==> src/rtl/alu_pkg.sv <==
// Shared ALU definitions: the opcode encodings that select each function slice
// and the state type for the sequential rotate-right slice.
package alu_pkg;

   // Opcode encodings on the shared 4-bit ALU function-select field
   localparam logic [3:0] OP_ADD  = 4'b0000;
   localparam logic [3:0] OP_SUB  = 4'b0001;
   localparam logic [3:0] OP_AND  = 4'b0010;
   localparam logic [3:0] OP_OR   = 4'b0011;
   localparam logic [3:0] OP_RR_A = 4'b0100;
   localparam logic [3:0] OP_XOR  = 4'b0101;
   localparam logic [3:0] OP_RL   = 4'b0110;
   localparam logic [3:0] OP_RR_B = 4'b1000;

   // Rotate-right sequencer states
   typedef enum logic [1:0] {
      IDLE  = 2'd0,
      SHIFT = 2'd1,
      DONE  = 2'd2
   } rr_state_t;

endpackage

==> src/rtl/rotr_step.sv <==
// One-position circular right rotation; the LSB wraps into the MSB.
module rotr_step #(
   parameter int WIDTH = 4
) (
   input  logic [WIDTH-1:0] in,
   output logic [WIDTH-1:0] out
);

   assign out = {in[0], in[WIDTH-1:1]};

endmodule

==> src/rtl/rr_seq_unit.sv <==
// Sequential rotate-right ALU slice: captures an operand on start and rotates
// the registered result right by one bit per clock until the requested amount
// (modulo WIDTH) has been applied, then pulses done for one cycle.
module rr_seq_unit
   import alu_pkg::*;
#(
   parameter int         WIDTH   = 4,
   parameter int         AMT_W   = 3,
   parameter logic [3:0] OP_RR_A = alu_pkg::OP_RR_A,
   parameter logic [3:0] OP_RR_B = alu_pkg::OP_RR_B
) (
   input  logic             clk,
   input  logic             Reset,
   input  logic             start,
   input  logic [WIDTH-1:0] q,
   input  logic [3:0]       s,
   input  logic [AMT_W-1:0] amt,
   output logic [WIDTH-1:0] r,
   output logic             busy,
   output logic             done
);

   localparam logic [AMT_W-1:0] CNT_ZERO = {AMT_W{1'b0}};
   localparam logic [AMT_W-1:0] CNT_ONE  = {{(AMT_W-1){1'b0}}, 1'b1};

   // Amount reduced modulo WIDTH; done in 32 bits so WIDTH need not fit in AMT_W.
   function automatic logic [AMT_W-1:0] amt_mod(input logic [AMT_W-1:0] a);
      logic [31:0] wide;
      wide = {{(32-AMT_W){1'b0}}, a} % 32'(WIDTH);
      return wide[AMT_W-1:0];
   endfunction

   rr_state_t        state;
   rr_state_t        next_state;
   logic [AMT_W-1:0] cnt;
   logic [AMT_W-1:0] next_cnt;
   logic [WIDTH-1:0] next_r;
   logic [WIDTH-1:0] rot;
   logic             rr_sel;

   assign rr_sel = (s == OP_RR_A) || (s == OP_RR_B);

   rotr_step #(
      .WIDTH (WIDTH)
   ) u_rotr_step (
      .in  (r),
      .out (rot)
   );

   // Next-state, next-result and next-count decode for the sequencer
   always_comb begin
      next_state = state;
      next_r     = r;
      next_cnt   = cnt;
      case (state)
         IDLE: begin
            if (start) begin
               if (rr_sel) begin
                  next_r   = q;
                  next_cnt = amt_mod(amt);
               end else begin
                  // Unselected opcode behaves like any idle ALU slice: zero result.
                  next_r   = {WIDTH{1'b0}};
                  next_cnt = CNT_ZERO;
               end
               if (next_cnt == CNT_ZERO) begin
                  next_state = DONE;
               end else begin
                  next_state = SHIFT;
               end
            end else begin
               next_state = IDLE;
            end
         end
         SHIFT: begin
            next_r   = rot;
            next_cnt = cnt - CNT_ONE;
            // cnt==0 cannot occur in SHIFT; treat it as finished rather than wrap.
            if ((cnt == CNT_ONE) || (cnt == CNT_ZERO)) begin
               next_state = DONE;
            end else begin
               next_state = SHIFT;
            end
         end
         DONE: begin
            next_state = IDLE;
         end
         default: begin
            next_state = IDLE;
            next_r     = {WIDTH{1'b0}};
            next_cnt   = CNT_ZERO;
         end
      endcase
   end

   // State, result, counter and status flags; busy/done follow the next state
   always_ff @(posedge clk or negedge Reset) begin
      if (!Reset) begin
         state <= IDLE;
         r     <= {WIDTH{1'b0}};
         cnt   <= CNT_ZERO;
         busy  <= 1'b0;
         done  <= 1'b0;
      end else begin
         state <= next_state;
         r     <= next_r;
         cnt   <= next_cnt;
         busy  <= (next_state == SHIFT);
         done  <= (next_state == DONE);
      end
   end

endmodule

==> config.mk <==
export PLATFORM = sky130hd
export DESIGN_NAME = rr_seq_unit
export DESIGN_NICKNAME = d
export VERILOG_FILES = /design/src/rtl/alu_pkg.sv /design/src/rtl/rotr_step.sv /design/src/rtl/rr_seq_unit.sv
export SDC_FILE = /design/constraint.sdc
export NUM_CORES = 1
export LEC_CHECK = 0
export CAP_MARGIN = 25
export CORE_MARGIN = 2
export CORE_UTILIZATION = 39
export CTS_CLUSTER_DIAMETER = 60
export DETAILED_ROUTE_END_ITERATION = 8
export PLACE_DENSITY = 0.73
export SLEW_MARGIN = 20
export SYNTH_ARGS = -nofsm -noshare
export SYNTH_HDL_FRONTEND = slang
export SYNTH_SLANG_ARGS = --single-unit
==> constraint.sdc <==
create_clock -name clk -period 2.3 [get_ports clk]
set_input_delay 0.23 -clock clk [delete_from_list [all_inputs] [get_ports clk]]
set_output_delay 0.23 -clock clk [all_outputs]
set_load 0.005 [all_outputs]
; Word level (Yosys, flattened, before mapping)
; Index checks and enable logic that the tools add are counted.
[word_totals]
ff_bits = 11
inputBits = 14
output_inout_bits = 6
[classes]
addsub = 1
eq_ne = 8
mux = 12
n_bitwise = 1
n_reduce_logical = 6
[op_table]
columns = op, count
row1 = $pmux W4 S3, 1
row2 = $mux W3, 3
row3 = $pmux W3 S3, 1
row4 = $mux W2, 4
row5 = $mux W4, 2
row6 = $logic_not A3 Y1, 2
row7 = $eq A2 B1 Y1 const B, 2
row8 = $eq A2 B2 Y1 const B, 2
row9 = $eq A4 B3 Y1 const B, 1
row10 = $eq A4 B4 Y1 const B, 1
row11 = $pmux W2 S2, 1
row12 = $eq A3 B1 Y1 const B, 1
row13 = $sub A3 B1 Y3 const B, 1
row14 = $logic_not A2 Y1, 1
row15 = $logic_or A1 B1 Y1, 2
row16 = $ne A2 B2 Y1 const B, 1
row17 = $reduce_and A2 Y1, 1
row18 = $not A1 Y1, 1

; Depth between registers and ports, before layout
[logic_depth]
word_depth = 10
ltp_mapped = 5

; Cells and area by module
; A second synthesis with hierarchy kept.
[unflattened]
hier_cells = 56
hier_area_um2 = 609.3
[modules_own_cells]
columns = mod, n_inst, cells_per_inst, area_each_um2, seq_area_each_um2
row1 = rr_seq_unit, 1, 52, 579.3, 275.3
row2 = rotr_step, 1, 4, 30.0, 0.0

; Least setup slack after synthesis
; Ideal clock, no wire load.
[synth_timing]
path_type = register -> register
startpoint = register cnt[0]
endpoint = register done
setup_ns = 0.122
arrival_ns = 1.132
path_slack_ns = 1.046
stages_incl_launch_ff = 6
n_path_buf = 0
path_cell_list = dfrtp_1 inv_1 ha_1 ha_1 a21o_1 a32o_1
[synth_via]
elab_chain_len = 5
elab_cells_between_ends = 6
cone_classes = eq/ne: 2 / mux: 2 / reduce/logical: 2
[synth_rtl]
columns = item, line_no
row1 = "start, declared", rr_seq_unit.sv:35  ; logic [AMT_W-1:0] cnt;
row2 = "start signal, assigned", rr_seq_unit.sv:107  ; cnt <= next_cnt;
row3 = $eq A3 B1 Y1 or $logic_not A3 Y1 (tied branches), rr_seq_unit.sv:79  ; if ((cnt == CNT_ONE) || (cnt == CNT_ZERO)) begin
row4 = $logic_or A1 B1 Y1 (*), rr_seq_unit.sv:79
row5 = $mux W2 (*), rr_seq_unit.sv:79
row6 = $pmux W2 S2 (*), rr_seq_unit.sv:55  ; case (state)
row7 = $eq A2 B2 Y1 (*), rr_seq_unit.sv:109  ; done <= (next_state == DONE);
row8 = "end signal, assigned", rr_seq_unit.sv:109
row9 = "end, declared", rr_seq_unit.sv:20  ; output logic done
; Mark *: on every way between the ends. The rest lies on a longest branch, timed or not.
; A chain may end at the register's enable or synchronous reset.

; Final worst setup path
[layout_timing]
startpoint = input port start
endpoint = register cnt[1]
[layout_via]
elab_chain_len = 2
[layout_rtl]
columns = item, line_no
row1 = "start, declared", rr_seq_unit.sv:14  ; input logic start,
row2 = $ne A2 B2 Y1 (no line), --
row3 = $reduce_and A2 Y1 (no line), --
; No other way between the ends.

==> summary.txt <==
Clocking
  – CTS tree: done
  – Inserted Clock Buffers: 3
  – CTS sink cnt: 11
  – Worst-path clk slew: 0.06 ns
  – Max Root-Sink Buffers: 2
  – Worst skew pair latency: 0.26 ns
  – Post-CTS setup buffer count: 0
  – Hold buffer count at CTS: 0
  – Post-CTS sizing: 0
  – H-tree depth: 1
  – Root Buffer: clkbuf_4

Power and ir drop
  – Max rail drop VDD: 350 uV
  – Tot Pwr: 557 uW
  – Leakage power total: 0.000317 uW
  – Pwr dens: 688 mW/mm^2

Worst hold path
  – Worst Hold Class: primary input to asynchronous set/reset pin

Synthesis
  – Proportion of synthesized area in mux cells: 0%
  – Post-Syn Nets: 75
  – Register area share after synthesis: 46.4%
  – Syn Inst Count: 58
  – Synth Area in Simple Gates: 20.3%
  – Mapped Avg Cell Area: 10.2 um^2
  – Yosys cell types: 23
  – Synth Area in XOR/XNOR: 2.74%
  – Yosys warns: 0
  – Post-Synth Adder-Cell Area: 6.33%
  – Mapped cell area: 593 um^2
  – Synth Area in Compound Gates: 20.0%
  – Combinational family with the most area after synthesis: simple AND/OR/NAND/NOR gates
  – FF+latch count, synth: 11

GRT
  – First-pass GRT wire length: 2.08 mm
  – Total gr overflow: 0
  – Largest net degree at the start of global routing: 12
  – GRT Util Overall: 15.7%
  – Initial antenna violation count: 0
  – Number of global-route vias before repair: 510

Final layout
  – Layout Cells excl Fill: 94
  – Final Instance Area: 810 um^2
  – Antenna diode count: 0
  – Layout cell share with drive strength beyond 1: 8.97%
  – Filler cell count in the final layout: 148
  – Final #Nets: 96
  – Layout area overhead: 36.5%

STA
  – Worst slew pin tran: 0.481 ns
  – # setup viols final: 0
  – Rel. slew slack: 67.8%
  – RSZ-0062 raised after global routing: no
  – Clock skew: 0.000487 ns
  – Max Freq: 695 MHz
  – Slew Viols, Final: 0
  – Min Clock Period, post-route: 1.44 ns
  – Hold violation count in the final report: 0
  – Sum Neg Setup Slack: 0 ns
  – Final Hold Slack: 0.290 ns
  – Tcrit/Tclk final: 62.5%

Floorplan
  – # IOs: 20
  – # rows: 14
  – Die X: 43.0 um
  – Die area: 0.00185 mm^2
  – Initial cell density of the core: 40.3%
  – Core Area: 0.00147 mm^2
  – Die H: 43.0 um

Worst setup path
  – R2R cell count: 3
  – Worst flop-to-flop path startpoint: state[0]
  – Worst-path fanout max: 6
  – WP data required: 2.43 ns
  – Setup slack, reg-to-reg: 0.90 ns
  – CP Class: primary input to flip-flop
  – Worst r2r dst: r[2]
  – Critical path endpoint category: flip-flop
  – CP startpoint: start
  – CP arrival: 1.57 ns
  – Setup crit start kind: primary input

Drt
  – Top layer in use: met4
  – Met1 Wirelength: 581 um
  – Detailed Route WL: 1.32 mm
  – Avg WL per Cell: 14.1 um
  – WL met2: 622 um
  – TritonRoute pass-1 iters: 4
  – Metal3 WL: 98 um
  – Drt first-iter violations: 8
  – Final ANT Viol Nets: 0
  – Routed vias: 543
  – Vias per cell: 5.78
  – DRC: 0

Run status
  – Outcome: finished clean

Placed design
  – GP Congestion: 0.742
  – Cell Area, Placed: 783 um^2
  – Dpl hpwl: 907 um
  – Port Buf Inserts: 18
  – Number of placed cells counting well taps: 90

Job
  – Max_cap viols: 0
[worst max path at each step]
stage                         to  slack (ns)
after floorplan             done        1.05
after global placement      done        0.62
after detailed placement    done        0.62
after CTS                   done        0.89
after global routing        r[2]        0.78
final                     cnt[1]        0.86
[sequential cells by signal, summed over array words and instances (netlist names)]
register / count
busy: 1
cnt: 3
done: 1
r: 4
state: 2
[Yosys cell counts]
cell type | count | area share, %
o22ai_1 | 3 | 3.2
a31oi_1 | 4 | 4.2
nor2b_2 | 1 | 1.5
ha_1 | 3 | 6.3
a32o_1 | 2 | 3.4
nor2_2 | 1 | 1.1
nand2b_1 | 2 | 2.1
dfrtp_1 | 11 | 46
nor2_1 | 1 | 0.63
a311oi_1 | 1 | 1.5
a21o_1 | 1 | 1.3
o32ai_1 | 1 | 1.5
a41oi_1 | 1 | 1.5
xor2_2 | 1 | 2.7
inv_1 | 4 | 2.5
nand2_1 | 5 | 3.2
o211ai_2 | 1 | 2.1
buf_2 | 2 | 1.7
or2_1 | 1 | 1.1
o221ai_1 | 1 | 1.5
nand4_1 | 5 | 5.3
nor2b_1 | 2 | 2.1
nor3_1 | 4 | 3.4
[worst max-delay path, stage by stage]
cell             delay, ns
clkdlybuf4s50_1       0.58
nor2b_2               0.33
or2_1                 0.28
o221ai_1              0.16
[layout make-up]
cell class              count  area [um^2]  share of cell area [%]
clock buffers               4         26.3                    3.25
inverters                   4         15.0                    1.85
multi-input cells          41          293                    36.2
flip-flops and latches     11          275                    34.0
well taps                  16         20.0                    2.47
repair buffers             18          180                    22.3
[cells in the final DEF, fill, tap and decap left out]
master and n:
or2_1 1, nor2b_1 2, clkbuf_4 3, clkdlybuf4s50_1 18, nor2_1 1, o22ai_1 3
inv_1 4, o32ai_1 1, a311oi_1 1, clkbuf_1 1, nor2_2 1, nand2b_1 2
nor2b_2 1, xor2_2 1, a21o_1 1, a32o_1 2, o211ai_2 1, o221ai_1 1
ha_1 3, nand2_1 5, nand4_1 5, dfrtp_1 11, a31oi_1 4, a41oi_1 1
nor3_1 4
[through the flow]
stage / utilization (%) / setup WS, ns
after floorplan: - / 1.05
final: 55.0 / 0.862
after global routing: 55.0 / 0.783
after global placement: 53.2 / 0.624
after CTS: 55.0 / 0.886
after detailed placement: 53.2 / 0.623
[kinds of logic (layout without fill, tap and decap cells)]
family | count (synthesis) | count (layout)
AO/OA/AOI/OAI | 15 | 15
flip-flops | 11 | 11
buffers and inverters | 6 | 26
AND/OR/NAND/NOR | 22 | 22
adder cells (fa/ha/maj) | 3 | 3
XOR/XNOR | 1 | 1
[where the power goes]
group	leakage [uW]	total, uW	internal, uW	switching [uW]
clock	0.0000150	127	67.2	60.2
combinational	0.000160	177	97.9	79.0
sequential	0.000142	252	226	26.4
total	0.000317	557	391	166
[layer usage]
metal  GRT usage (%)  vias up
met3            6.38        2
met1            16.8      255
met4            5.45        0
met5               0        -
li1                -      261
met2            27.6       25
Power figures use the tool's default switching activity.
